==> src/rtl/dec_unpack.sv <==
// dec_unpack: TDM serial highway receiver that slices the 2..5-bit ADPCM code
// out of each enabled 8-bit time slot and queues {channel, code} pairs for
// the per-channel decode engine.
//
// Output handshake: code_vld is high whenever the FIFO head is occupied; an
// entry is consumed on every clk edge where code_vld & code_rdy; code and
// code_ch stay constant while code_vld & !code_rdy; code_vld never depends
// combinationally on code_rdy.
module dec_unpack #(
   parameter int NCH        = 4,
   parameter int CH_W       = 2,
   parameter int FIFO_DEPTH = 4
) (
   input  logic            clk,
   input  logic            reset,
   input  logic            scan_in0,
   input  logic            scan_en,
   output logic            scan_out0,
   input  logic            bclk_en,
   input  logic            fs,
   input  logic            sdi,
   input  logic [1:0]      rate,
   input  logic [NCH-1:0]  ch_en,
   output logic [4:0]      code,
   output logic [CH_W-1:0] code_ch,
   output logic            code_vld,
   input  logic            code_rdy,
   output logic            ovf,
   input  logic            ovf_clr,
   output logic            frm_err
);

   localparam int AW = $clog2(FIFO_DEPTH);
   localparam int EW = CH_W + 5;
   localparam logic [CH_W-1:0] LAST_SLOT = CH_W'(NCH - 1);

   typedef enum logic {HUNT = 1'b0, RUN = 1'b1} state_t;

   state_t          state, state_nxt;
   logic [2:0]      bit_cnt, bit_cnt_nxt;
   logic [CH_W-1:0] slot, slot_nxt;
   logic [7:0]      shift, shift_nxt;
   logic [1:0]      rate_q, rate_nxt;
   logic            frm_err_nxt;
   logic            push;
   logic [7:0]      rx_byte;
   logic [4:0]      code_new;

   logic [EW-1:0]   mem [FIFO_DEPTH];
   logic [AW:0]     wr_ptr, rd_ptr;
   logic            empty, full, pop, push_ok, drop;
   logic [EW-1:0]   head;

   // Scan chain is stitched after synthesis; the RTL only ties off the output.
   logic unused_ok;
   assign unused_ok = &{1'b0, scan_in0, scan_en, shift[7]};
   assign scan_out0 = 1'b0;

   // The byte as it stands once the current bit is shifted in (valid on bit 7).
   assign rx_byte = {shift[6:0], sdi};

   // Take the top rate_q+2 bits of the slot byte, right-justified.
   always_comb begin
      code_new = 5'd0;
      case (rate_q)
         2'd0:    code_new = {3'b000, rx_byte[7:6]};
         2'd1:    code_new = {2'b00,  rx_byte[7:5]};
         2'd2:    code_new = {1'b0,   rx_byte[7:4]};
         default: code_new = rx_byte[7:3];
      endcase
   end

   // Receiver next-state: frame hunt, bit/slot counting and code push request.
   always_comb begin
      state_nxt   = state;
      bit_cnt_nxt = bit_cnt;
      slot_nxt    = slot;
      shift_nxt   = shift;
      rate_nxt    = rate_q;
      push        = 1'b0;
      frm_err_nxt = 1'b0;
      if (bclk_en) begin
         if (fs) begin
            // fs always (re)starts a frame; seen while running it aborts the
            // partial slot and is flagged.
            frm_err_nxt = (state == RUN);
            state_nxt   = RUN;
            bit_cnt_nxt = 3'd1;
            slot_nxt    = '0;
            shift_nxt   = {7'b0000000, sdi};
            rate_nxt    = rate;
         end else if (state == RUN) begin
            shift_nxt   = rx_byte;
            bit_cnt_nxt = bit_cnt + 3'd1;
            if (bit_cnt == 3'd7) begin
               push = ch_en[slot];
               if (slot == LAST_SLOT) begin
                  // Trailing bits up to the next fs are dropped in HUNT.
                  state_nxt = HUNT;
                  slot_nxt  = '0;
               end else begin
                  slot_nxt = slot + 1'b1;
               end
            end
         end
      end
   end

   // Receiver state registers.
   always_ff @(posedge clk or negedge reset) begin
      if (!reset) begin
         state   <= HUNT;
         bit_cnt <= 3'd0;
         slot    <= '0;
         shift   <= 8'd0;
         rate_q  <= 2'd0;
         frm_err <= 1'b0;
      end else begin
         state   <= state_nxt;
         bit_cnt <= bit_cnt_nxt;
         slot    <= slot_nxt;
         shift   <= shift_nxt;
         rate_q  <= rate_nxt;
         frm_err <= frm_err_nxt;
      end
   end

   // FIFO status; a push into a full FIFO is only taken if the head leaves
   // in the same cycle.
   assign empty   = (wr_ptr == rd_ptr);
   assign full    = (wr_ptr[AW] != rd_ptr[AW]) &&
                    (wr_ptr[AW-1:0] == rd_ptr[AW-1:0]);
   assign pop     = code_vld & code_rdy;
   assign push_ok = push & (~full | pop);
   assign drop    = push & full & ~pop;

   // FIFO storage; contents are don't-care until the pointer says valid.
   always_ff @(posedge clk) begin
      if (push_ok) begin
         mem[wr_ptr[AW-1:0]] <= {slot, code_new};
      end
   end

   // FIFO pointers and sticky overflow flag (a new drop beats a clear).
   always_ff @(posedge clk or negedge reset) begin
      if (!reset) begin
         wr_ptr <= '0;
         rd_ptr <= '0;
         ovf    <= 1'b0;
      end else begin
         if (push_ok) wr_ptr <= wr_ptr + 1'b1;
         if (pop)     rd_ptr <= rd_ptr + 1'b1;
         if (drop)         ovf <= 1'b1;
         else if (ovf_clr) ovf <= 1'b0;
      end
   end

   // Head presentation; zeroed when empty so outputs read 0 out of reset.
   assign code_vld = ~empty;
   assign head     = empty ? '0 : mem[rd_ptr[AW-1:0]];
   assign code_ch  = head[EW-1:5];
   assign code     = head[4:0];

endmodule
==> config.mk <==
export PLATFORM = sky130hd
export DESIGN_NAME = dec_unpack
export DESIGN_NICKNAME = d
export VERILOG_FILES = /design/src/rtl/dec_unpack.sv
export SDC_FILE = /design/constraint.sdc
export NUM_CORES = 1
export LEC_CHECK = 0
export BUFFER_PORTS_ARGS = -buffer_cell sky130_fd_sc_hd__buf_2
export CORE_MARGIN = 4
export CORE_UTILIZATION = 30
export CTS_CLUSTER_DIAMETER = 100
export DETAILED_ROUTE_END_ITERATION = 8
export GPL_ROUTABILITY_DRIVEN = 0
export GPL_TIMING_DRIVEN = 0
export SYNTH_ARGS = -nofsm -noshare
export SYNTH_HDL_FRONTEND = slang
export SYNTH_SLANG_ARGS = --single-unit
==> constraint.sdc <==
create_clock -name clk -period 4.7 [get_ports clk]
set_clock_uncertainty 0.05 [all_clocks]
set_input_delay 0.47 -clock clk [delete_from_list [all_inputs] [get_ports clk]]
set_output_delay 0.47 -clock clk [all_outputs]
set_load 0.02 [all_outputs]
==> impl_metrics.tcl <==
set metrics [dict create \
    placed_cells_incl_taps 288 \
    grt_max_degree 24 \
    number_of_maximum_capacitance_constraint_violations 0 \
    cp_cell_sequence "clkbuf_8, xnor2_2, nand3_2, and2_1, buf_2" \
    cts.hold.buffers_added 0 \
    layout.cells.most_common "sky130_fd_sc_hd__edfxtp_1" \
    clock.fmax_ghz 0.420 \
    finalHoldViolCount 0 \
    ys_top_cells_by_area "sky130_fd_sc_hd__edfxtp_1 (35%), sky130_fd_sc_hd__dfrtp_1 (24%), sky130_fd_sc_hd__mux4_2 (7.5%)" \
    drtPass1Iterations 4 \
    cp_top_family "simple AND/OR/NAND/NOR gates" \
    grt_setup_unrepaired "false" \
    fraction_of_layout_cells_with_a_size_suffix_above_1 0.273 \
    synth.cell_area_um2 2400 \
    grt_pass1_vias 1376 \
    cts_setup_buffers 0 \
    tightestPinTransition_ns 0.574 \
    synth_edf_count 28 \
    min-delay-path-class "in -> async" \
    cts_tree "yes" \
    max-clock-path-buffers 2 \
    diodes 0 \
    yosysSeqAreaShare 0.591 \
    drtIter0Drc 51 \
    critical_path_type "reg -> out" \
    totalWireLength_mm 4.08 \
    std_cell_rows 32 \
    finalMaxSlewViolations 0 \
    grt_usage 0.0933 \
    run_status "finished clean" \
    postCtsResizedCells 0 \
    clk_latency_ns 0.30 \
    post_synth_num_cell_types 36 \
    rr_worst_depth 4 \
    yosys_most_used_dff "sky130_fd_sc_hd__edfxtp_1" \
    leakagePower_nw 1.09 \
    grt-ovfl-total 0 \
    post_synth_inst_count 164 \
    grt_first_pass_wirelength_mm 6.99 \
    crit_path_max_incr_delay_ns 0.40 \
    worstPathMaxFanout 10 \
    area_growth_syn_to_layout_pct 14.0 \
    yosysWarningCount 0 \
    worst-endpoint-arrival_ns 1.86 \
    slew_headroom 0.617 \
    crit-reg2reg-capture "mem[2][6]$_DFFE_PP_" \
    yosysTopAreaCell "sky130_fd_sc_hd__edfxtp_1" \
    timing.final.crit_share 0.506 \
    startpoint_of_the_most_critical_register_to_register_path "slot[0]$_DFFE_PN0P_" \
    setup_slack_of_the_most_critical_reg_to_reg_path_ns 2.54 \
    die-height_um 97.4 \
    boundaryPins 26 \
    synth.top_cell.area_share 0.351 \
    setup_tns_ns 0 \
    detail-route-antenna-nets 0 \
    end_kind "output pin" \
    crit_path_top_delay_cell "sky130_fd_sc_hd__dfrtp_1" \
    core_um2 7770 \
    critical_path_buf_inv_count 2 \
    io_port_bufs 22 \
    synth.avg_cell_area_um2 14.6 \
    ctsHtreeMaxLevel 2 \
    dieWidth_um 97.4 \
    power_density_nw_per_um2 478 \
    route.vias.total 1328 \
    synth.ff_latch_count 51 \
    antenna_found_initial 0 \
    ctsRootBufferMaster "sky130_fd_sc_hd__clkbuf_8" \
    critical_path_required_ns 4.18 \
    synth_async_sr_flop_share 0.451 \
    drc_errors_left 0 \
    post_drt_via_cell_ratio 4.49 \
    tritoncts.num_buffers 5 \
    net_count_of_the_mapped_netlist 187 \
    cts_num_sinks 51 \
    layout.nets 216 \
    initial_core_utilization 0.309 \
    setup_violations 0 \
    worst_setup_path_start_kind "register" \
    drt-wirelength-per-cell_um 13.8 \
    ir_drop_mv 0.147 \
    layout.cells.most_common_list "sky130_fd_sc_hd__edfxtp_1 (28), sky130_fd_sc_hd__dfrtp_1 (23), sky130_fd_sc_hd__buf_2 (22)" \
    finalNonFillerCells 296 \
    design.die.area_um2 9490 \
    place.detailed.hpwl_mm 2.87 \
    timing.final.crit_period_ns 2.38 \
    cts.reportedPaths.clkPinSlew_ns 0.10 \
]
[metal layers]
metal,part of all wire,routed length (um),up-vias,track usage
li1,-,-,660,-
met4,0,0,0,0.0256
met3,0.061,250,0,0.0294
met2,0.49,2020,37,0.150
met5,0,0,-,0
met1,0.44,1820,631,0.122
[cell usage after synthesis, types with 2 or more instances]
| cell | number |
|---|---|
| sky130_fd_sc_hd__mux4_2 | 8 |
| sky130_fd_sc_hd__nand3_1 | 2 |
| sky130_fd_sc_hd__ha_1 | 8 |
| sky130_fd_sc_hd__and2_1 | 10 |
| sky130_fd_sc_hd__xnor2_2 | 2 |
| sky130_fd_sc_hd__o21ai_0 | 2 |
| sky130_fd_sc_hd__and3_1 | 3 |
| sky130_fd_sc_hd__dfrtp_1 | 23 |
| sky130_fd_sc_hd__clkbuf_1 | 5 |
| sky130_fd_sc_hd__a21oi_1 | 3 |
| sky130_fd_sc_hd__o22ai_1 | 9 |
| sky130_fd_sc_hd__mux2_2 | 3 |
| sky130_fd_sc_hd__nor2_1 | 2 |
| sky130_fd_sc_hd__inv_1 | 13 |
| sky130_fd_sc_hd__nand2_1 | 7 |
| sky130_fd_sc_hd__mux2i_1 | 7 |
| sky130_fd_sc_hd__edfxtp_1 | 28 |
| sky130_fd_sc_hd__buf_4 | 2 |
| sky130_fd_sc_hd__a2bb2oi_1 | 7 |
| sky130_fd_sc_hd__xnor2_1 | 4 |
[registers in the layout (all words and copies together) (netlist names)]
register and cells:
shift 7, ovf 1, wr_ptr 3, rate_q 2, mem 28, bit_cnt 3
rd_ptr 3, slot 2, state 1, frm_err 1
[per-stage QoR]
step | power, mW | hold slack (ns) | worst slack (ns) | util | instance area [um^2]
after floorplan | 0.937 | 0.124 | 2.83 | - | 2400
after global placement | 1.04 | 0.427 | 2.45 | 0.339 | 2640
after detailed placement | 1.06 | 0.427 | 2.44 | 0.339 | 2640
after CTS | 1.33 | 0.103 | 2.30 | 0.352 | 2730
after global routing | 1.40 | 0.115 | 2.19 | 0.352 | 2730
final | 1.31 | 0.0874 | 2.32 | 0.352 | 2730
[logic make-up (layout without fill, tap and decap cells)]
kind of cell | count (synthesis) | after routing | synth area share
AO/OA/AOI/OAI | 26 | 26 | 0.0866
multiplexers | 20 | 20 | 0.129
flip-flops | 51 | 51 | 0.591
XOR/XNOR | 7 | 7 | 0.0318
adder cells (fa/ha/maj) | 8 | 8 | 0.0417
buffers and inverters | 22 | 52 | 0.0449
other | 1 | 1 | 0.00156
AND/OR/NAND/NOR | 29 | 29 | 0.0736
[worst reg2reg max path, stage by stage (launching register included)]
cell                      delay [ns]
sky130_fd_sc_hd__dfrtp_1        0.50
sky130_fd_sc_hd__mux4_2         0.42
sky130_fd_sc_hd__nand4_4        0.15
sky130_fd_sc_hd__a31oi_2        0.32
sky130_fd_sc_hd__and2_1         0.41
[worst max-delay path by stage]
stage	start	end	slack, ns	cells past startpoint
floorplan	rd_ptr[0]$_DFFE_PN0P_	code[0]	2.83	4
global placement	bclk_en	mem[0][1]$_DFFE_PP_	2.45	6
detailed placement	bclk_en	mem[0][1]$_DFFE_PP_	2.44	6
CTS	rd_ptr[1]$_DFFE_PN0P_	code[2]	2.30	5
global route	rd_ptr[0]$_DFFE_PN0P_	code[2]	2.19	5
finish	rd_ptr[1]$_DFFE_PN0P_	code[2]	2.32	5
[layout make-up]
| cell class | instances | area [um^2] |
|---|---|---|
| Inverter | 13 | 48.8 |
| Clock inverter | 3 | 28.8 |
| Timing Repair Buffer | 22 | 110 |
| Multi-Input combinational cell | 91 | 875 |
| Clock buffer | 5 | 68.8 |
| Tap cell | 102 | 128 |
| Fill cell | 771 | 5030 |
| Buffer | 9 | 58.8 |
| Sequential cell | 51 | 1420 |
[where the power goes]
| group | total, mW | internal (mW) | switching, mW |
|---|---|---|---|
| Sequential | 0.562 | 0.517 | 0.0445 |
| Combinational | 0.479 | 0.219 | 0.260 |
| Clock | 0.265 | 0.111 | 0.155 |
No activity file was read; power rests on OpenSTA's default activity.
